==> src/rtl/ex_seq_pkg.sv <==
// ex_seq_pkg: shared definitions for the EX-stage sequencer.
//   state_t    : sequencer FSM states
//   op_class_t : operation class produced by ex_seq_decode
//   FN_*       : ALU funct encodings
//   first_state: first FSM state an accepted op of a given class enters
package ex_seq_pkg;

    typedef enum logic [2:0] {
        ST_IDLE,
        ST_LOAD,
        ST_EXEC,
        ST_WB,
        ST_JUMP
    } state_t;

    typedef enum logic [1:0] {
        CLS_TWO,    // two-operand ALU op: load accumulator first
        CLS_ONE,    // single-operand ALU op: straight to compute
        CLS_JUMP    // j or jc: resolve branch only
    } op_class_t;

    localparam logic [2:0] FN_ADD  = 3'b000;
    localparam logic [2:0] FN_SUB  = 3'b001;
    localparam logic [2:0] FN_AND  = 3'b010;
    localparam logic [2:0] FN_OR   = 3'b011;
    localparam logic [2:0] FN_NOT  = 3'b100;
    localparam logic [2:0] FN_SHL  = 3'b101;
    localparam logic [2:0] FN_SHR  = 3'b110;
    localparam logic [2:0] FN_PASS = 3'b111;

    function automatic state_t first_state(input op_class_t cls);
        case (cls)
            CLS_TWO:  return ST_LOAD;
            CLS_ONE:  return ST_EXEC;
            CLS_JUMP: return ST_JUMP;
            default:  return ST_IDLE;
        endcase
    endfunction

endpackage

==> src/rtl/ex_seq_decode.sv <==
// ex_seq_decode: combinational op-class decoder, shared with hazard logic.
//   funct  in  3 : ALU operation code
//   j      in  1 : unconditional jump
//   jc     in  1 : conditional jump
//   op_cls out 2 : operation class (jump takes precedence over funct)
module ex_seq_decode
    import ex_seq_pkg::*;
(
    input  logic [2:0] funct,
    input  logic       j,
    input  logic       jc,
    output op_class_t  op_cls
);

    always_comb begin
        op_cls = CLS_TWO;
        if (j | jc)
            op_cls = CLS_JUMP;
        else if (funct[2])
            op_cls = CLS_ONE;
    end

endmodule

==> src/rtl/ex_sequencer.sv <==
// ex_sequencer: multi-cycle controller for the EX accumulator datapath.
// Walks one decoded op through LOAD -> EXEC -> WB, or resolves a jump,
// issuing one-cycle strobes and stalling upstream while in flight.
//   clock, reset (sync, active-high)
//   start, funct, ina, sout, j, jc, neq : decoded op from ID/EX
//   zero_in                              : current zero register value
//   ac_load, mux_sel                     : input accumulator control
//   alu_op, alu_en                       : ALU control
//   out_capture                          : output accumulator / zero reg strobe
//   jump_calc, taken                     : branch resolution
//   busy, stall, done                    : pipeline handshake
module ex_sequencer
    import ex_seq_pkg::*;
#(
    parameter int W = 8
) (
    input  logic       clock,
    input  logic       reset,
    input  logic       start,
    input  logic [2:0] funct,
    input  logic       ina,
    input  logic       sout,
    input  logic       j,
    input  logic       jc,
    input  logic       neq,
    input  logic       zero_in,
    output logic       ac_load,
    output logic       mux_sel,
    output logic [2:0] alu_op,
    output logic       alu_en,
    output logic       out_capture,
    output logic       jump_calc,
    output logic       taken,
    output logic       busy,
    output logic       stall,
    output logic       done
);

    // A sign-extended immediate needs at least a sign bit and one value bit.
    if (W < 2) begin : g_width_check
        $error("ex_sequencer: W must be at least 2");
    end

    state_t    state;
    state_t    next_state;
    op_class_t op_cls;
    logic      accept;

    logic [2:0] funct_q;
    logic       ina_q;
    logic       sout_q;
    logic       j_q;
    logic       jc_q;
    logic       neq_q;

    ex_seq_decode u_decode (
        .funct  (funct),
        .j      (j),
        .jc     (jc),
        .op_cls (op_cls)
    );

    // New ops are taken in IDLE and in the final cycle of an op, so
    // back-to-back ops run without a bubble.
    always_comb begin
        accept     = start & ((state == ST_IDLE) | (state == ST_WB) | (state == ST_JUMP));
        next_state = state;
        case (state)
            ST_IDLE, ST_WB, ST_JUMP: next_state = accept ? first_state(op_cls) : ST_IDLE;
            ST_LOAD:                 next_state = ST_EXEC;
            ST_EXEC:                 next_state = ST_WB;
            default:                 next_state = ST_IDLE;
        endcase
    end

    // Strobes are registered from next_state so they line up with the
    // state they belong to.
    always_ff @(posedge clock) begin
        if (reset) begin
            state       <= ST_IDLE;
            funct_q     <= '0;
            ina_q       <= 1'b0;
            sout_q      <= 1'b0;
            j_q         <= 1'b0;
            jc_q        <= 1'b0;
            neq_q       <= 1'b0;
            ac_load     <= 1'b0;
            alu_en      <= 1'b0;
            out_capture <= 1'b0;
            jump_calc   <= 1'b0;
            busy        <= 1'b0;
            stall       <= 1'b0;
            done        <= 1'b0;
        end else begin
            state <= next_state;
            if (accept) begin
                funct_q <= funct;
                ina_q   <= ina;
                sout_q  <= sout;
                j_q     <= j;
                jc_q    <= jc;
                neq_q   <= neq;
            end
            ac_load     <= (next_state == ST_LOAD);
            alu_en      <= (next_state == ST_EXEC);
            out_capture <= (next_state == ST_WB) & sout_q;
            jump_calc   <= (next_state == ST_JUMP);
            busy        <= (next_state != ST_IDLE);
            stall       <= (next_state == ST_LOAD) | (next_state == ST_EXEC);
            done        <= (next_state == ST_WB) | (next_state == ST_JUMP);
        end
    end

    assign mux_sel = ina_q;
    assign alu_op  = funct_q;
    // zero_in is the live zero register value during the JUMP cycle.
    assign taken   = jump_calc & (j_q | (jc_q & (zero_in ^ neq_q)));

endmodule

==> config.mk <==
export PLATFORM = sky130hd
export DESIGN_NAME = ex_sequencer
export DESIGN_NICKNAME = d
export VERILOG_FILES = /design/src/rtl/ex_seq_pkg.sv /design/src/rtl/ex_seq_decode.sv /design/src/rtl/ex_sequencer.sv
export SDC_FILE = /design/constraint.sdc
export NUM_CORES = 1
export LEC_CHECK = 0
export CORE_UTILIZATION = 25
export CTS_CLUSTER_DIAMETER = 150
export DETAILED_ROUTE_END_ITERATION = 7
export HOLD_SLACK_MARGIN = 0.03
export SYNTH_ARGS = -nofsm -noshare
export SYNTH_HDL_FRONTEND = slang
export SYNTH_HIERARCHICAL = 1
export SYNTH_SLANG_ARGS = --single-unit
==> constraint.sdc <==
create_clock -name clock -period 3.6 [get_ports clock]
set_input_delay 0.72 -clock clock [delete_from_list [all_inputs] [get_ports clock]]
set_output_delay 0.72 -clock clock [all_outputs]
set_load 0.005 [all_outputs]
==> metrics.cfg, run 1 <==
[status]
status=complete, no violations

[sta]
worst_pin_slew_ns=0.6799
hold_viol_final=0
slew_violations=0
finClkSkew_ns=0.002985
period_minus_slack_ns=2.749
final-setup-viol-count=0
fin_crit_sh_pct=76.35
holdWs_ns=0.4650
rsz0062_at_grt=false
slew_headroom_pct=54.67
fmax_ghz=0.3638
fin_tns_setup_ns=0

[global_routing]
grt_pass1_vias=462
overflow=0
grt_pass1_wl_um=2173
grt_max_degree=17
track_usage_pct=9.354
grt_antenna_before_repair=0

[cells_and_area]
area_growth_pct=39.26
insertedDiodeCount=0
layout.nets=108
drive_above_1_share_pct=14.74

[synthesis]
syn_inst=70
ys_top_cells_by_count=dfxtp_1, nor2_1, mux2i_1
synthArstFlopShare_pct=0
synth-edff-count=0
synth.distinct_cells=28
yosys_register_bits=18
synth_area_um2=745.7
ys_seq_area_share_pct=48.32
syn_area_per_cell_um2=10.65
synth_top_cell_by_area=dfxtp_1
synthTopCellsByArea=dfxtp_1, mux2i_1, nor2_1
synth_most_common_cell=dfxtp_1
yosysTopAreaCellShare_pct=48.32
ys.warnings.count=6
ys.flop_type=dfxtp_1
synth_nets=82

[critical_path]
cp.required_ns=2.88
r2r_cells=4
slowest_delay_ns=0.51
worstPathCellList=clkdlybuf4s50_1 > xor2_1 > a21oi_1 > nor2b_1 > clkdlybuf4s50_1
slowest_stage=clkdlybuf4s50_1
start_kind=primary input
setup.worst_path.end_class=output pin
worstPathArrival_ns=2.03
worstSetupPathType=in2out
regToRegSetupSlack_ns=2.01
crit_top_cell=clkdlybuf4s50_1
path_max_fanout=1

[detailed_routing]
via_count=560
drtPass1Iterations=4
drcViolationCount=0
antenna_left=0
wl_per_cell_um=10.24
drtIter0Drc=9
drt_wl_total_um=1290
vias_per_cell=4.444

[clock_network]
htreeDepth=1
cts_setup_buffers=0
cts_tree=done
cts-root-buf=clkbuf_4
cts.sinks=18
clockBufferDepth=2
holdBufCountCts=0
numCtsBuffers=3
cts_resized=0
path_clk_slew_ns=0.10
clkLatencyLatePin_ns=0.29

[power]
p_clk_share_pct=27.9
switchingPower_mw=0.1081
p_int_mw=0.3334
peakVddDrop_mv=0.3077
powerDensity_mw_per_mm2=425.2
pwr-share-comb_pct=20.9
power_frac_seq_pct=51.2
p_leak_nw=0.4169
switching_share_pct=24.49

[floorplan]
ioPinCount=24
dieArea_mm2=0.003205
die_h_um=56.62
fp-row-count=19
die_w_um=56.62
core_mm2=0.002781
start_util_pct=26.81

[worst_hold_path]
hp-class=reg2reg
min_path_cells=1

[flow_run]
drv_cap=0

[placement]
dp_hpwl_um=911.3
place_congestion=0.7037
numPortBuffers=23

==> stage by stage <==
step / cell area [um2] / std cells / setup slack, ns / utilization [%] / total power, mW
final: 1039 / 126 / 0.8514 / 37.34 / 0.4416
after global routing: 1039 / 126 / 0.7880 / 37.34 / 0.4711
after CTS: 1039 / 126 / 0.8552 / 37.34 / 0.4504
after detailed placement: 1002 / 122 / 0.8614 / 36.03 / 0.3242
after global placement: 1002 / 122 / 0.8662 / 36.03 / 0.3232
after floorplan: 745.7 / 70 / 1.374 / - / 0.2836
==> layout by cell type, fill, tap and decap left out <==
| cell | n |
|---|---|
| a211oi_2 | 1 |
| a21oi_1 | 3 |
| a21oi_2 | 1 |
| and2_1 | 2 |
| and3b_1 | 1 |
| buf_4 | 1 |
| clkbuf_4 | 3 |
| clkbuf_8 | 1 |
| clkdlybuf4s50_1 | 23 |
| dfxtp_1 | 18 |
| mux2i_1 | 8 |
| nand2_1 | 1 |
| nand2b_1 | 1 |
| nand3b_1 | 1 |
| nor2_1 | 11 |
| nor2b_1 | 2 |
| nor3_1 | 1 |
| nor3_2 | 2 |
| nor3b_1 | 1 |
| nor4b_1 | 2 |
| nor4b_4 | 1 |
| o21a_1 | 1 |
| o21ai_2 | 1 |
| o21ba_2 | 1 |
| or2_1 | 2 |
| or2_2 | 1 |
| or3b_4 | 1 |
| xnor2_1 | 1 |
| xor2_1 | 2 |
==> cells by family after synthesis <==
logic type	synth area share, %
flops	48.32
buf+inv	2.683
mux	10.74
simple gates	26.34
compound gates	8.389
xor+xnor	3.524
==> critical path: cells and delay by family <==
family	cells	cell delay, ns
buffers and inverters	2	0.99
xor gates and xnor gates	1	0.15
and+or+nand+nor	1	0.10
AOI/OAI and AO/OA	1	0.08
==> path summary, 6_finish.rpt <==
| path | from | endpoint |
|---|---|---|
| max | zero_in | taken |
| min | sout_q | out_capture |
| max reg2reg | state[0] | alu_op[1] |
| min reg2reg | sout_q | out_capture |
==> power groups by stage <==
| stage | Clock, mW | Combinational [mW] | Sequential, mW |
|---|---|---|---|
| 3_3_place_gp | 0 | 0.0925 | 0.231 |
| 5_1_grt | 0.142 | 0.101 | 0.229 |
| 3_5_place_dp | 0 | 0.0934 | 0.231 |
| 4_1_cts | 0.130 | 0.0940 | 0.227 |
| 6_report | 0.123 | 0.0923 | 0.226 |
| 2_1_floorplan | 0 | 0.0541 | 0.229 |
==> cell type report <==
cell class	count	area [um2]
sequential	18	360.3
timing repair buffer	24	237.7
tap	31	38.79
multi-input combinational	49	365.4
clock buffer	4	36.28
fill	270	1743
==> routing by layer <==
metal	global-route usage, %	wire (um)
met3	6.221	143
met5	0	0
met4	5.226	28
met1	11.11	576
met2	12.44	541
(Power assumes the default switching activity.)
==> run 2, diff against run 1 <==
clock period = 2.7 ns   (was 3.6 ns; I/O delays follow)
==> metrics.cfg, run 2 (synthesized netlist as in run 1, its figures left out) <==
[clock_network]
cts.sinks=18  ; unchanged
clkLatencyLatePin_ns=0.29  ; about the same
clockBufferDepth=2  ; unchanged
numCtsBuffers=3  ; unchanged
cts_setup_buffers=0  ; unchanged
htreeDepth=1  ; unchanged
cts_resized=0  ; unchanged
holdBufCountCts=0  ; unchanged
cts_tree=done
cts-root-buf=clkbuf_4
path_clk_slew_ns=0.10  ; about the same

[global_routing]
grt_pass1_wl_um=2435  ; +12%
overflow=0  ; unchanged
grt_max_degree=11  ; -6
grt_pass1_vias=574  ; +24%
grt_antenna_before_repair=0  ; unchanged
track_usage_pct=9.932  ; +0.58 points

[detailed_routing]
antenna_left=0  ; unchanged
wl_per_cell_um=10.48  ; +2.4%
via_count=563  ; +0.54%
vias_per_cell=4.433  ; -0.26%
drt_wl_total_um=1331  ; +3.2%
drtIter0Drc=5  ; -4
drtPass1Iterations=2  ; -2
drcViolationCount=0  ; unchanged

[worst_hold_path]
min_from=sout_q
holdPathEnd=out_capture
hp-class=reg2reg
min_path_cells=1  ; unchanged

[critical_path]
slowest_stage=clkdlybuf4s50_1
cp_top_family=buffers and inverters
crit_top_cell=clkdlybuf4s50_1
worstPathArrival_ns=1.84  ; -0.19 ns
worstPathCellList=clkdlybuf4s50_1 > xor2_1 > a21oi_1 > nor2b_1 > clkdlybuf4s50_1
slowest_delay_ns=0.50  ; about the same
setup.worst_path.end_class=output pin
r2r_cells=4  ; unchanged
path_max_fanout=1  ; unchanged
reg2reg_to=j_q
regToRegSetupSlack_ns=1.09  ; -0.92 ns
worstSetupPathType=in2out
cp.required_ns=2.16  ; -0.72 ns
start_kind=primary input
r2r_start=state[0]
cp.buffers_inverters=2  ; unchanged

[placement]
place_congestion=0.7251  ; +3.0%
numPortBuffers=23  ; unchanged
dp_hpwl_um=957.5  ; +5.1%

[power]
powerDensity_mw_per_mm2=565.0  ; +33%
peakVddDrop_mv=0.4107  ; +33%
p_leak_nw=0.4217  ; +1.2%

[sta]
fin_crit_sh_pct=88.23
worst_pin_slew_ns=0.6967  ; +0.01687 ns
fmax_ghz=0.4198
final-setup-viol-count=0  ; unchanged
fin_tns_setup_ns=0  ; unchanged
finClkSkew_ns=0.005006  ; +0.002020 ns
period_minus_slack_ns=2.382
holdWs_ns=0.4868  ; +0.02174 ns
hold_viol_final=0  ; unchanged
slew_violations=0  ; unchanged
rsz0062_at_grt=false
slew_headroom_pct=53.55  ; -1.1 points

[cells_and_area]
layout.cells.most_common=clkdlybuf4s50_1
area_growth_pct=40.27
drive_above_1_share_pct=15.63  ; +0.89 points
n_fill_cell=280  ; +3.7%
insertedDiodeCount=0  ; unchanged
fin_util_pct=37.61  ; +0.27 points
mostFrequentLayoutCells=clkdlybuf4s50_1, dfxtp_1, nor2_1, mux2i_1
layout.nets=109  ; +0.93%

[flow_run]
drv_cap=0  ; unchanged

[status]
status=complete, no violations

[floorplan]
start_util_pct=26.81  ; unchanged
ioPinCount=24  ; unchanged
fp-row-count=19  ; unchanged
dieArea_mm2=0.003205  ; unchanged
core_mm2=0.002781  ; unchanged
die_w_um=56.62  ; unchanged
die_h_um=56.62  ; unchanged

## run 2: layout make-up
class / count / area, um2 / share of cell area (%)
Multi-Input combinational cell: 49 / 365.4 / 34.93
Sequential cell: 18 / 360.3 / 34.45
Timing Repair Buffer: 25 / 245.2 / 23.45
Tap cell: 31 / 38.79 / 3.708
Clock buffer: 4 / 36.28 / 3.469
## run 2: metal layers
metal  vias up  wire, um  part of all wire [%]  global-route usage, %
li1        294         -                     -                      -
met1       248       627                    47                  11.68
met2        21       581                    44                  15.63
met3         0       122                   9.2                  5.760
met4         0         0                     0                  2.091
met5         -         0                     0                      0
## run 2: power by group
| group | switching, mW | internal [mW] |
|---|---|---|
| clock | 0.0819 | 0.0822 |
| combinational | 0.0502 | 0.0750 |
| sequential | 0.0134 | 0.288 |
## run 2: metrics by stage
step / cells / area [um2] / worst slack [ns] / total power, mW
2_1_floorplan: 70 / 745.7 / 0.6545 / 0.3781
3_3_place_gp: 123 / 1010 / 0.3297 / 0.4321
3_5_place_dp: 123 / 1010 / 0.3174 / 0.4328
4_1_cts: 127 / 1046 / 0.3095 / 0.6026
5_1_grt: 127 / 1046 / 0.2472 / 0.6254
6_report: 127 / 1046 / 0.3178 / 0.5910
## run 2: how the worst max path moves through the flow
stage / start / endpoint / slack [ns] / depth (start not counted)
2_1_floorplan: jc / busy / 0.65 / 5
3_3_place_gp: zero_in / taken / 0.33 / 5
3_5_place_dp: zero_in / taken / 0.32 / 5
4_1_cts: zero_in / taken / 0.31 / 5
5_1_grt: zero_in / taken / 0.25 / 5
6_report: zero_in / taken / 0.32 / 5
